### config.mk
export PLATFORM = sky130hd
export DESIGN_NAME = handshake_arbiter
export DESIGN_NICKNAME = d
export VERILOG_FILES = /design/src/rtl/handshake_arb_pkg.sv /design/src/rtl/rr_arbiter.sv /design/src/rtl/handshake_arbiter.sv
export SDC_FILE = /design/constraint.sdc
export NUM_CORES = 1
export LEC_CHECK = 0
export BUFFER_PORTS_ARGS = -buffer_cell sky130_fd_sc_hd__buf_2
export CORE_MARGIN = 3
export CORE_UTILIZATION = 40
export CTS_CLUSTER_DIAMETER = 120
export DETAILED_ROUTE_END_ITERATION = 8
export PLACE_DENSITY = 0.75
export SYNTH_ARGS = -nofsm -noshare
export SYNTH_HDL_FRONTEND = slang
export SYNTH_SLANG_ARGS = --single-unit
### constraint.sdc
create_clock -name clk -period 2.9 [get_ports clk]
set_input_delay 0.58 -clock clk [delete_from_list [all_inputs] [get_ports clk]]
set_output_delay 0.58 -clock clk [all_outputs]
set_load 0.05 [all_outputs]
### src/rtl/handshake_arb_pkg.sv
// -----------------------------------------------------------------------------
// handshake_arb_pkg
// Shared types and helpers for the handshake arbiter slice.
//   state_t      : transaction sequencer states (IDLE / SEND / WAIT)
//   id_w()       : width of a requester index for a given requester count
//   tmo_cnt_w()  : width of the response wait counter, clamped to 8..32 bits
// Optional feature macro used by this slice: HANDSHAKE_ARB_TIMEOUT_EN
// -----------------------------------------------------------------------------
package handshake_arb_pkg;

   typedef enum logic [1:0] {
      IDLE = 2'd0,
      SEND = 2'd1,
      WAIT = 2'd2
   } state_t;

   localparam int TMO_CNT_W_MIN = 8;
   localparam int TMO_CNT_W_MAX = 32;

   function automatic int id_w(input int nreq);
      return (nreq > 1) ? $clog2(nreq) : 1;
   endfunction

   // Wide enough to hold TIMEOUT, never narrower than 8 or wider than 32 bits.
   function automatic int tmo_cnt_w(input int timeout);
      int w;
      w = $clog2(timeout + 1);
      if (w < TMO_CNT_W_MIN) w = TMO_CNT_W_MIN;
      if (w > TMO_CNT_W_MAX) w = TMO_CNT_W_MAX;
      return w;
   endfunction

endpackage

### src/rtl/rr_arbiter.sv
// -----------------------------------------------------------------------------
// rr_arbiter
// Stateless rotate-priority picker. The search starts at i_last+1 and wraps
// modulo NREQ; the first requesting index wins. The caller owns i_last.
// Ports:
//   i_req      in  NREQ  request vector
//   i_last     in  ID_W  index of the previous winner
//   o_grant    out NREQ  one-hot grant (all zero when no request)
//   o_grant_id out ID_W  index of the winner
//   o_any      out 1     at least one request is present
// -----------------------------------------------------------------------------
module rr_arbiter
   import handshake_arb_pkg::*;
#(
   parameter int NREQ = 4,
   parameter int ID_W = id_w(NREQ)
) (
   input  logic [NREQ-1:0] i_req,
   input  logic [ID_W-1:0] i_last,
   output logic [NREQ-1:0] o_grant,
   output logic [ID_W-1:0] o_grant_id,
   output logic            o_any
);

   function automatic int wrap_idx(input int base, input int offset);
      return (base + offset) % NREQ;
   endfunction

   always_comb begin
      // NOTE: every output gets a default before the search so no path
      // leaves a value unassigned, which would otherwise infer a latch.
      o_grant    = '0;
      o_grant_id = '0;
      o_any      = 1'b0;
      // Offset 1 first, offset NREQ (the last winner itself) last.
      for (int k = 1; k <= NREQ; k++) begin
         if (!o_any && i_req[wrap_idx(int'(i_last), k)]) begin
            o_any                            = 1'b1;
            o_grant[wrap_idx(int'(i_last), k)] = 1'b1;
            o_grant_id                       = ID_W'(wrap_idx(int'(i_last), k));
         end
      end
   end

endmodule

### src/rtl/handshake_arbiter.sv
// -----------------------------------------------------------------------------
// handshake_arbiter
// Round-robin arbiter and transaction sequencer sharing one handshake channel
// between NREQ requesters, one outstanding transaction at a time. The winner's
// word goes out on port1; the matching port2 word is returned to the owner,
// and only then does the block re-arbitrate.
// Optional feature: define HANDSHAKE_ARB_TIMEOUT_EN to build a response wait
// counter that answers with rsp_err=1 after TIMEOUT WAIT cycles.
// Ports:
//   clk, rst            sole clock; synchronous active-high reset
//   req_valid/req_data  per-requester request and word (i at [i*WIDTH +: WIDTH])
//   req_ready           one-hot, combinational: request accepted this cycle
//   rsp_valid           one-hot pulse: response goes to requester i
//   rsp_data, rsp_err   response word / timeout flag, valid with rsp_valid
//   port1, port1_valid, port1_ready   outbound lane
//   port2, port2_valid                inbound response lane
//   busy                a transaction is in flight
//   grant_id            index of the current or last owner
// -----------------------------------------------------------------------------
module handshake_arbiter
   import handshake_arb_pkg::*;
#(
   parameter int WIDTH   = 32,
   parameter int NREQ    = 4,
   parameter int TIMEOUT = 255
) (
   input  logic                    clk,
   input  logic                    rst,
   input  logic [NREQ-1:0]         req_valid,
   input  logic [NREQ*WIDTH-1:0]   req_data,
   output logic [NREQ-1:0]         req_ready,
   output logic [NREQ-1:0]         rsp_valid,
   output logic [WIDTH-1:0]        rsp_data,
   output logic                    rsp_err,
   output logic [WIDTH-1:0]        port1,
   output logic                    port1_valid,
   input  logic                    port1_ready,
   input  logic [WIDTH-1:0]        port2,
   input  logic                    port2_valid,
   output logic                    busy,
   output logic [$clog2(NREQ)-1:0] grant_id
);

   localparam int ID_W = $clog2(NREQ);

   state_t            r_state;
   state_t            w_state_next;
   logic [ID_W-1:0]   r_last;
   logic [ID_W-1:0]   r_grant_id;
   logic [WIDTH-1:0]  r_port1;
   logic              r_port1_valid;
   logic [NREQ-1:0]   r_rsp_valid;
   logic [WIDTH-1:0]  r_rsp_data;

   logic [NREQ-1:0]   w_grant;
   logic [ID_W-1:0]   w_win_id;
   logic              w_any;
   logic [WIDTH-1:0]  w_req_word;
   logic [NREQ-1:0]   w_owner_onehot;
   logic              w_timeout;

   rr_arbiter #(
      .NREQ (NREQ),
      .ID_W (ID_W)
   ) u_rr_arbiter (
      .i_req      (req_valid),
      .i_last     (r_last),
      .o_grant    (w_grant),
      .o_grant_id (w_win_id),
      .o_any      (w_any)
   );

   assign w_req_word     = req_data[w_win_id*WIDTH +: WIDTH];
   assign w_owner_onehot = {{(NREQ-1){1'b0}}, 1'b1} << r_grant_id;

   // ---------------------------------------------------------------------------
   // Optional response timeout
   // ---------------------------------------------------------------------------
`ifdef HANDSHAKE_ARB_TIMEOUT_EN
   localparam int TMO_CNT_W = tmo_cnt_w(TIMEOUT);

   logic [TMO_CNT_W-1:0] r_wait_cnt;
   logic [TMO_CNT_W-1:0] w_cnt_next;
   logic                 r_rsp_err;

   // The counter holds k-1 during the k-th WAIT cycle, so the k-th cycle is
   // the one where it "reaches" k; a port2 word in that same cycle wins.
   assign w_cnt_next = r_wait_cnt + 1'b1;
   assign w_timeout  = (r_state == WAIT) && (w_cnt_next == TMO_CNT_W'(TIMEOUT));

   always_ff @(posedge clk) begin
      if (rst) begin
         r_wait_cnt <= '0;
      end else if (r_state == SEND && port1_ready) begin
         r_wait_cnt <= '0;
      end else if (r_state == WAIT) begin
         r_wait_cnt <= w_cnt_next;
      end
   end

   assign rsp_err = r_rsp_err;
`else
   // TIMEOUT only matters in the timeout build.
   logic [31:0] w_unused_timeout;
   assign w_unused_timeout = TIMEOUT;
   assign w_timeout        = 1'b0;
   assign rsp_err          = 1'b0;
`endif

   // ---------------------------------------------------------------------------
   // Sequencer FSM
   // ---------------------------------------------------------------------------
   always_ff @(posedge clk) begin
      // NOTE: sequential state is written with non-blocking assignments so
      // every register samples pre-edge values regardless of block order.
      if (rst) r_state <= IDLE;
      else     r_state <= w_state_next;
   end

   always_comb begin
      w_state_next = r_state;
      req_ready    = '0;
      case (r_state)
         // Gated by rst so a requester never sees an acceptance that the
         // reset edge is about to discard.
         IDLE: if (w_any && !rst) begin
            req_ready    = w_grant;
            w_state_next = SEND;
         end
         SEND: if (port1_ready) w_state_next = WAIT;
         WAIT: if (port2_valid || w_timeout) w_state_next = IDLE;
         default: w_state_next = IDLE;
      endcase
   end

   // ---------------------------------------------------------------------------
   // Registered datapath and outputs
   // ---------------------------------------------------------------------------
   always_ff @(posedge clk) begin
      if (rst) begin
         r_last        <= ID_W'(NREQ - 1);
         r_grant_id    <= '0;
         r_port1       <= '0;
         r_port1_valid <= 1'b0;
         r_rsp_valid   <= '0;
         r_rsp_data    <= '0;
`ifdef HANDSHAKE_ARB_TIMEOUT_EN
         r_rsp_err     <= 1'b0;
`endif
      end else begin
         r_rsp_valid <= '0;
         case (r_state)
            IDLE: if (w_any) begin
               r_port1       <= w_req_word;
               r_grant_id    <= w_win_id;
               r_last        <= w_win_id;
               r_port1_valid <= 1'b1;
            end
            SEND: if (port1_ready) r_port1_valid <= 1'b0;
            WAIT: begin
               if (port2_valid) begin
                  r_rsp_valid <= w_owner_onehot;
                  r_rsp_data  <= port2;
`ifdef HANDSHAKE_ARB_TIMEOUT_EN
                  r_rsp_err   <= 1'b0;
               end else if (w_timeout) begin
                  r_rsp_valid <= w_owner_onehot;
                  r_rsp_data  <= '0;
                  r_rsp_err   <= 1'b1;
`endif
               end
            end
            default: ;
         endcase
      end
   end

   assign busy        = (r_state != IDLE);
   assign grant_id    = r_grant_id;
   assign port1       = r_port1;
   assign port1_valid = r_port1_valid;
   assign rsp_valid   = r_rsp_valid;
   assign rsp_data    = r_rsp_data;

endmodule

==> impl_metrics.py <==
metrics = {
    "die": {
        "dieArea_mm2": 0.01195,
        "io_pins": 245,
        "die_w_um": 109.3,
        "coreArea_mm2": 0.01037,
        "placementRows": 37,
        "start_util": 0.4116,
        "fp.dieH_um": 109.3,
    },
    "grt": {
        "grt_pass1_vias": 4249,
        "grtUsageTotal": 0.2175,
        "antenna_found_initial": 0,
        "grt_pass1_wl_um": 20420,
        "grt_max_degree": 76,
        "gr-total-overflow": 0,
    },
    "layout": {
        "fillCellCount": 853,
        "layout-drive-gt1-share": 0.5331,
        "finalNetCount": 883,
        "diodes": 0,
        "areaGrowthSynthToFinish_pct": 47.82,
        "final_design_area_no_fill_mm2": 0.006309,
        "final_cells": 847,
        "seq_area_mm2": 0.001506,
        "multi_input_area_mm2": 0.002700,
    },
    "yosys": {
        "yosysTopAreaCell": "dfxtp_1",
        "ys_ff_latch": 75,
        "ys_top_cells_by_area": "dfxtp_1 35%, mux2i_1 15%, a221oi_2 11%, nand2_1 6.2%, o21bai_1 5.5%",
        "synth_edf_count": 0,
        "seq_area_frac_synth": 0.3518,
        "async_reset_ff_frac": 0,
        "synth_top_area_share": 0.3518,
        "syn-num-nets": 618,
        "ys_types": 53,
        "synthCells": 442,
        "avgSynthCellArea_um2": 9.656,
        "yosysWarnings": 0,
        "ys.flop_type": "dfxtp_1",
        "netlist_area_mm2": 0.004268,
    },
    "worst_hold_path": {
        "min-delay-start": "rsp_data[26]",
        "min_path_cells": 2,
        "hp-class": "register to register",
        "min_to": "rsp_data[26]",
    },
    "setup_path": {
        "worstSetupStartpointType": "register",
        "r2r_end": "port1[27]",
        "cp_max_fo": 5,
        "required_ps": 2320,
        "crit_path_end_kind": "output port",
        "r2r_cells": 12,
        "r2r_start": "r_last[0]",
        "path_class": "register to output port",
        "crit_arrival_ps": 2330,
        "r2r_slack_ps": 60,
    },
    "pwr": {
        "powerDensity_mw_per_mm2": 1197,
        "power.leakage_nw": 3.116,
        "vdd_ir_drop_max_uv": 671.9,
    },
    "placed_design": {
        "dpl.hpwl_um": 10510,
        "gp_congestion": 0.9655,
        "dp_cells": 808,
        "pre_cts_slack_ps": -7.789,
        "placed_area_mm2": 0.005715,
        "io_buffers": 243,
    },
    "clock_network": {
        "clockBufferDepth": 2,
        "clockRootBuffer": "clkbuf_8",
        "cts_tree": "done",
        "clock_sinks": 75,
        "clk_latency_ps": 350,
        "clk_pin_slew_ps": 80,
        "cts_made_buffers": 9,
        "cts_htree_levels": 3,
        "hold_buffers": 0,
    },
    "detailed_routing": {
        "drt-total-wl_um": 14630,
        "viasPerCell": 5.290,
        "post_drt_wl_per_cell_um": 17.27,
        "vias": 4481,
        "firstDrtPassIters": 4,
        "drcViolationCount": 0,
        "drt-initial-drc-count": 207,
        "detail-route-antenna-nets": 0,
    },
    "run_status": {
        "status": "complete, but fails checks",
        "violations": "setup timing",
    },
    "sta": {
        "hold_viol_final": 0,
        "fin_crit_ps": 2911,
        "rsz0062_at_grt": "yes",
        "fin_worst_skew_ps": 8.234,
        "tightest_slew_ps": 783.0,
        "post-route-period-util": 1.004,
        "final.setup.worst_slack_ps": -10.52,
        "setup_violations": 2,
        "finalSetupTns_ps": -15.50,
        "finalMaxSlewViolations": 0,
        "slew-limit-headroom": 0.4775,
        "clock.fmax_mhz": 343.6,
    },
    "run": {
        "maxCapViolations": 0,
    },
}
==> worst max path at each step <==
stage                            start            to  slack, ps
after global placement    req_valid[1]     port1[27]         60
after detailed placement  req_valid[2]     port1[29]         -8
final                        r_last[0]  req_ready[3]        -10
after global routing         r_last[0]  req_ready[3]       -100
after floorplan              r_last[0]  req_ready[0]          8
after CTS                    r_last[0]  req_ready[0]          1
==> per-layer routing <==
layer | track usage | part of all wire | vias up
met5 | 0 | 0 | -
met2 | 0.3833 | 0.51 | 201
met4 | 0.09172 | 0.021 | 0
met1 | 0.2499 | 0.38 | 2107
met3 | 0.05461 | 0.090 | 26
li1 | - | - | 2147
==> cell families after synthesis <==
family | synth area share
AOI/OAI and AO/OA | 0.2589
xor gates and xnor gates | 0.002053
adders and majority gates | 0.02345
buffers and inverters | 0.06186
DFF | 0.3518
muxes | 0.1686
other | 0.0008787
and+or+nand+nor | 0.1325
==> where the power goes <==
part	leakage, nW	switching [mW]	internal, mW	total, mW
Clock	0.0955	0.396	0.394	0.790
Sequential	0.615	0.152	1.27	1.43
Combinational	2.40	3.07	2.26	5.34
==> flip-flops by register name (all words and copies together) (netlist names) <==
| register | flops |
|---|---|
| r_state | 2 |
| r_last | 2 |
| rsp_data | 32 |
| grant_id | 2 |
| port1_valid | 1 |
| port1 | 32 |
| rsp_valid | 4 |
==> stage by stage <==
step / power [mW] / util / hold WS [ps]
5_1_grt: 7.932 / 0.6083 / 445.6
6_report: 7.551 / 0.6083 / 459.4
4_1_cts: 6.945 / 0.5870 / 445.6
2_1_floorplan: 4.939 / - / 469.0
3_3_place_gp: 5.746 / 0.5512 / 438.5
3_5_place_dp: 5.862 / 0.5512 / 447.8
==> timing repair <==
action	in CTS	in global routing
buffers inserted	6	14
endpoints found under the setup margin	4	33
gates resized for setup	28	15
hold endpoints to repair	0	0
pin swaps	1	6
cloned	0	4
==> area by class of cell <==
type,count,share of cell area
Multi-Input combinational cell,324,0.4280
Timing Repair Buffer,292,0.2729
Sequential cell,75,0.2388
Tap cell,136,0.02697
Clock buffer,9,0.01964
Clock inverter,6,0.01031
Inverter,5,0.003372
==> worst max-delay path, stage by stage (launching register included) <==
cell and delay (ps):
dfxtp_4 380, inv_4 50, ha_4 290, mux4_2 600, buf_12 190, a221oi_4 290
nor2_4 40, buf_6 160
==> cells in the mapped netlist (3+ instances only) <==
| cell | instances |
|---|---|
| buf_2 | 7 |
| buf_6 | 9 |
| nor3_1 | 3 |
| or3_1 | 3 |
| o21bai_1 | 31 |
| nand2_1 | 71 |
| nand2b_1 | 4 |
| mux2i_1 | 64 |
| a221oi_2 | 30 |
| clkbuf_1 | 19 |
| ha_1 | 8 |
| mux4_2 | 3 |
| dfxtp_1 | 75 |
| inv_1 | 5 |
| nor2_1 | 15 |
| a22oi_1 | 4 |
| a21oi_1 | 38 |
| buf_4 | 5 |
| a221oi_1 | 5 |
==> cells in the final DEF, fill, tap and decap left out, types with 3 or more instances in the layout <==
cell type  synthesis  final
o21bai_1          31     31
nor3_1             3      3
nand2b_1           4      4
nor2_2             1      3
buf_4              5     39
a22oi_2            0      4
ha_1               8      7
mux2i_2            0      4
mux2i_1           64     60
dfxtp_1           75     73
buf_6              9      6
a21oi_1           38     38
nand2_1           71     71
buf_12             0      5
clkbuf_8           0      9
inv_1              5      3
or3_1              3      3
a221oi_2          30     30
nor2_1            15      6
nor2_4             0      9
a221oi_4           0      4
mux4_2             3      3
buf_2              7    239
(Power assumes the default switching activity.)
